$ cat src/rtl/cpu_pkg.sv
// Shared CPU core definitions: default datapath widths and the hard-wired zero register.
package cpu_pkg;
    localparam int CPU_DATA_W = 32;
    localparam int CPU_ADDR_W = 5;
    localparam int REG_ZERO   = 0;

    typedef logic [CPU_ADDR_W-1:0] reg_addr_t;
endpackage

$ cat src/rtl/regfile_scoreboard.sv
// Per-register busy scoreboard: issue marks a destination busy, writeback retires it.
// A same-cycle issue to a retiring register keeps it busy because the newer producer owns it.
module regfile_scoreboard
    import cpu_pkg::*;
#(
    parameter int ADDR_W  = CPU_ADDR_W,
    parameter int FORWARD = 1
) (
    input  logic              clk,
    input  logic              reset,
    input  logic              iss,
    input  logic [ADDR_W-1:0] isa,
    input  logic              we0,
    input  logic [ADDR_W-1:0] wa0,
    input  logic              we1,
    input  logic [ADDR_W-1:0] wa1,
    input  logic [ADDR_W-1:0] ra1,
    input  logic [ADDR_W-1:0] ra2,
    output logic              rb1,
    output logic              rb2,
    output logic [ADDR_W:0]   nbusy
);
    localparam int NREGS = 2 ** ADDR_W;

    logic [NREGS-1:0] busy;
    logic [NREGS-1:0] busy_next;
    logic [ADDR_W:0]  busy_cnt;

    always_comb begin
        busy_next = busy;
        busy_cnt  = '0;
        for (int i = 1; i < NREGS; i++) begin
            if ((we0 && wa0 == ADDR_W'(i)) || (we1 && wa1 == ADDR_W'(i)))
                busy_next[i] = 1'b0;
            if (iss && isa == ADDR_W'(i))
                busy_next[i] = 1'b1;
            busy_cnt = busy_cnt + (ADDR_W + 1)'(busy_next[i]);
        end
        busy_next[REG_ZERO] = 1'b0;
    end

    always_ff @(posedge clk) begin
        if (reset) begin
            busy  <= '0;
            nbusy <= '0;
        end else begin
            busy  <= busy_next;
            nbusy <= busy_cnt;
        end
    end

    // With bypass enabled, a retiring register is already free to the reader unless re-claimed now.
    logic hit1, hit2;
    assign hit1 = (we0 && wa0 == ra1) || (we1 && wa1 == ra1);
    assign hit2 = (we0 && wa0 == ra2) || (we1 && wa1 == ra2);

    assign rb1 = (FORWARD != 0 && hit1 && !(iss && isa == ra1)) ? 1'b0 : busy[ra1];
    assign rb2 = (FORWARD != 0 && hit2 && !(iss && isa == ra2)) ? 1'b0 : busy[ra2];
endmodule

$ cat src/rtl/regfile_sb.sv
// 2-read/2-write register file with optional write-to-read bypass and a busy scoreboard.
// Register 0 is hard-wired to zero; port 1 wins a same-address dual write.
module regfile_sb
    import cpu_pkg::*;
#(
    parameter int DATA_W  = CPU_DATA_W,
    parameter int ADDR_W  = CPU_ADDR_W,
    parameter int FORWARD = 1
) (
    input  logic              clk,
    input  logic              reset,
    input  logic [ADDR_W-1:0] ra1,
    input  logic [ADDR_W-1:0] ra2,
    output logic [DATA_W-1:0] rd1,
    output logic [DATA_W-1:0] rd2,
    output logic              rb1,
    output logic              rb2,
    input  logic              we0,
    input  logic [ADDR_W-1:0] wa0,
    input  logic [DATA_W-1:0] wd0,
    input  logic              we1,
    input  logic [ADDR_W-1:0] wa1,
    input  logic [DATA_W-1:0] wd1,
    input  logic              iss,
    input  logic [ADDR_W-1:0] isa,
    output logic [ADDR_W:0]   nbusy
);
    localparam int NREGS = 2 ** ADDR_W;

    logic [DATA_W-1:0] regs [NREGS];
    logic              w0_en, w1_en;

    assign w0_en = we0 && wa0 != ADDR_W'(REG_ZERO);
    assign w1_en = we1 && wa1 != ADDR_W'(REG_ZERO);

    // Port 1 is assigned last so it overrides port 0 on an address collision.
    always_ff @(posedge clk) begin
        if (reset) begin
            for (int i = 0; i < NREGS; i++)
                regs[i] <= '0;
        end else begin
            if (w0_en) regs[wa0] <= wd0;
            if (w1_en) regs[wa1] <= wd1;
        end
    end

    function automatic logic [DATA_W-1:0] read_port(
        input logic [ADDR_W-1:0] ra,
        input logic [DATA_W-1:0] stored,
        input logic              e0,
        input logic [ADDR_W-1:0] a0,
        input logic [DATA_W-1:0] d0,
        input logic              e1,
        input logic [ADDR_W-1:0] a1,
        input logic [DATA_W-1:0] d1
    );
        if (ra == ADDR_W'(REG_ZERO)) return '0;
        if (FORWARD != 0 && e1 && a1 == ra) return d1;
        if (FORWARD != 0 && e0 && a0 == ra) return d0;
        return stored;
    endfunction

    assign rd1 = read_port(ra1, regs[ra1], w0_en, wa0, wd0, w1_en, wa1, wd1);
    assign rd2 = read_port(ra2, regs[ra2], w0_en, wa0, wd0, w1_en, wa1, wd1);

    regfile_scoreboard #(
        .ADDR_W  (ADDR_W),
        .FORWARD (FORWARD)
    ) u_scoreboard (
        .clk   (clk),
        .reset (reset),
        .iss   (iss),
        .isa   (isa),
        .we0   (we0),
        .wa0   (wa0),
        .we1   (we1),
        .wa1   (wa1),
        .ra1   (ra1),
        .ra2   (ra2),
        .rb1   (rb1),
        .rb2   (rb2),
        .nbusy (nbusy)
    );
endmodule

$ cat config.mk
export PLATFORM = sky130hd
export DESIGN_NAME = regfile_sb
export DESIGN_NICKNAME = d
export VERILOG_FILES = /design/src/rtl/cpu_pkg.sv /design/src/rtl/regfile_scoreboard.sv /design/src/rtl/regfile_sb.sv
export SDC_FILE = /design/constraint.sdc
export NUM_CORES = 2
export LEC_CHECK = 0
export CAP_MARGIN = 20
export CORE_MARGIN = 2
export CORE_UTILIZATION = 55
export DETAILED_ROUTE_END_ITERATION = 16
export GPL_ROUTABILITY_DRIVEN = 0
export PLACE_DENSITY = 0.73
export SYNTH_ARGS = -nofsm -noshare
export SYNTH_HDL_FRONTEND = slang
export SYNTH_SLANG_ARGS = --single-unit
$ cat constraint.sdc
create_clock -name clk -period 7.7 [get_ports clk]
set_clock_uncertainty 0.15 [all_clocks]
set_input_delay 1.155 -clock clk [delete_from_list [all_inputs] [get_ports clk]]
set_output_delay 1.155 -clock clk [all_outputs]
set_load 0.01 [all_outputs]
==> out/qor.csv <==
stage,metric,value,unit
detailed_routing,drt_iter0_drc,7987,
yosys,yosys.area.top_type,edfxtp_1,
sta,finalCritPeriodShare,93.06,%
die,rows,124,
power,power.leakage,24.14,nW
place,port_buffers,165,
sta,max_freq,0.1396,GHz
detailed_routing,first_pass_iters,9,
die,initial_core_util,55.27,%
power,vdd_ir_drop_max,199.8,uV
power,p_sw,0.003905,W
die,die-area,117300,um^2
grt,antenna_found_initial,3,
clock_tree,h-tree-depth,3,
clock_tree,ctsResizeCount,0,
yosys,synthesis.area,63030,um^2
clock_tree,cts_root_buffer,clkbuf_16,
power,power_density,208.6,nW/um^2
power,p_clk_share,37.6,%
critical_path,r2r_start,u_scoreboard.busy[1]$_SDFF_PP0_,
sta,whs,0.5050,ns
detailed_routing,wl_per_cell,38.99,um
yosys,async_flop_share,0,%
die,die_width,342.5,um
yosys,netlist_instances,4539,
layout,nFillCells,8468,
place,placed_area,66010,um^2
layout,finalInstanceArea,69790,um^2
clock_tree,post-cts-setup-buffer-count,0,
hold_path,min_delay_worst_endpoint,u_scoreboard.busy[26]$_SDFF_PP0_,
sta,tightest_slew,1.241,ns
detailed_routing,route.detailed.drc,0,
critical_path,end_kind,output port,
sta,finalMaxSlewViolations,0,
critical_path,worstPathMaxFanout,15,
power,p_sw_share,26.82,%
critical_path,crit_type,in -> out,
detailed_routing,vias_per_cell,8.036,
critical_path,r2r_slack,2.38,ns
critical_path,cp.arrival,5.86,ns
layout,syn2layout_area_growth,10.72,%
clock_tree,clock-sinks,1061,
yosys,yosysUniqueCellTypes,59,
run_status,status,completed,
clock_tree,cts_tree,built,
layout,multi_input_area,28910,um^2
yosys,synth_area_per_cell,13.89,um^2
detailed_routing,vias,48039,
yosys,synth_most_common_cell,edfxtp_1,
layout,nets,4496,
power,pwr-share-seq,47.0,%
grt,grt.overflow.total,0,
sta,finalHoldViolCount,0,
yosys,synth.ff_latch_count,1061,
sta,setup_viol,0,
layout,n_antenna_cell,0,
yosys,yosysTopAreaCellShare,48.79,%
grt,track_usage,39.19,%
critical_path,cp-start-kind,input pin,
yosys,synth-edff-count,1024,
critical_path,timing.rr.end,u_scoreboard.nbusy[4]$_SDFF_PP0_,
hold_path,min_from,u_scoreboard.busy[26]$_SDFF_PP0_,
clock_tree,clk_latency,0.73,ns
yosys,yosysWarningCount,0,
sta,maxSlewHeadroom,17.02,%
grt,grt_pass1_vias,47675,
grt,grt_pass1_wl,330900,um
yosys,synth-seq-area-share,49.96,%
power,p_int,0.01065,W
sta,fin_tns_setup,0,ns
critical_path,crit_required,6.39,ns
power,comb_power_share,15.4,%
layout,regArea,31490,um^2
layout,drive_above_1_share,23.67,%
yosys,synth_area_leaders,"edfxtp_1, mux4_2, a22o_1, mux2i_1, clkbuf_1",
sta,rsz0062_at_grt,false,
place,dpl_worst_slack,0.3385,ns
place,post-dp-hpwl,136800,um
grt,grt_max_degree,94,
hold_path,hp-class,reg -> reg,
sta,fin_ws,0.5342,ns
hold_path,whs_path_depth,2,
run,cap_violations,0,
die,io_pins,166,
clock_tree,clkTransAtPathRegs,0.06,ns
clock_tree,clock_path_buffers,3,
detailed_routing,wirelength,233100,um
yosys,synth_common_cells,"edfxtp_1, a22o_1, clkbuf_1",
clock_tree,cts_made_buffers,114,
clock_tree,postCtsHoldBufs,0,
critical_path,r2r_cells,18,
sta,period_minus_slack,7.166,ns
die,core,114000,um^2
yosys,synth_ff_type,edfxtp_1,
detailed_routing,postRouteAntennaNets,0,
die,dieHeight,342.5,um
## worst max-delay path, stage by stage
cell and delay (ns):
clkdlybuf4s50_1 0.81, buf_4 0.23, or3_1 0.34, nor3_1 0.11
nor4_1 0.84, nand3b_1 0.73, o221ai_1 0.94, clkdlybuf4s50_1 0.68
## worst max path at each step
stage                                        to  cells after the start  slack (ns)   start
2_1_floorplan  u_scoreboard.nbusy[4]$_SDFF_PP0_                     23        0.94  wa0[3]
3_3_place_gp   u_scoreboard.nbusy[4]$_SDFF_PP0_                     22        0.36     we1
3_5_place_dp   u_scoreboard.nbusy[4]$_SDFF_PP0_                     22        0.34     we1
4_1_cts                                  rd2[9]                      9        1.01  wa0[3]
5_1_grt                                  rd2[1]                      8        0.66  wa0[3]
6_report                                 rd2[1]                      8        0.53  wa0[3]
## layout by cell type, fill, tap and decap left out, types with 35 or more instances in the layout
| cell | n |
|---|---|
| clkbuf_16 | 116 |
| clkdlybuf4s50_1 | 154 |
| a22oi_1 | 42 |
| dfxtp_1 | 37 |
| nor2_1 | 51 |
| a211oi_1 | 63 |
| o221ai_1 | 93 |
| inv_1 | 63 |
| a21oi_1 | 35 |
| a22o_1 | 1001 |
| nand2_1 | 129 |
| and2_1 | 37 |
| a221oi_1 | 46 |
| mux2_2 | 125 |
| o22ai_1 | 62 |
| mux2i_1 | 258 |
| edfxtp_1 | 1024 |
| buf_4 | 216 |
| mux4_2 | 406 |
## sequential cells by signal, summed over array words and instances (netlist names)
register and cells:
regs 1024, u_scoreboard.nbusy 6, u_scoreboard.busy 31
## cells by family after synthesis
logic type,Yosys count,share of synthesized area (%)
compound gates,1462,19.77
flops,1061,49.96
mux,789,20.84
buf+inv,775,5.098
simple gates,387,2.972
fa+ha+maj,32,0.9092
xor+xnor,32,0.4447
other cells,1,0.005950
## power groups by stage
stage	clock, W	combinational (W)	sequential (W)
floorplan	0	0.00134	0.00689
global placement	0	0.00213	0.00692
detailed placement	0	0.00215	0.00695
CTS	0.00544	0.00216	0.00683
finish	0.00547	0.00224	0.00685
global route	0.00567	0.00228	0.00687
## per-layer routing
layer  global-route usage, %  wire, um  vias to the layer above  part of all wire (%)
met5                       0        58                        -                 0.025
met4                   28.34     19940                        6                   8.6
met3                   12.30     34140                     1024                    15
met2                   58.51    103600                     4696                    44
met1                   48.39     75380                    23856                    32
li1                        -         -                    18457                     -
## through the flow
stage / total power (W) / cells / util, %
after CTS: 0.01443 / 5969 / 61.06
after floorplan: 0.008227 / 4570 / -
after global placement: 0.009047 / 5756 / 57.88
after global routing: 0.01483 / 5978 / 61.20
after detailed placement: 0.009103 / 5757 / 57.89
final: 0.01456 / 5978 / 61.20
## cell type report
class,count,share of cell area (%)
repair buffers,396,5.207
clock inverters,74,0.9144
well taps,1512,2.711
flip-flops and latches,1061,45.12
clock buffers,138,4.278
multi-input cells,2734,41.43
inverters,63,0.3389
Power figures use the tool's default switching activity.
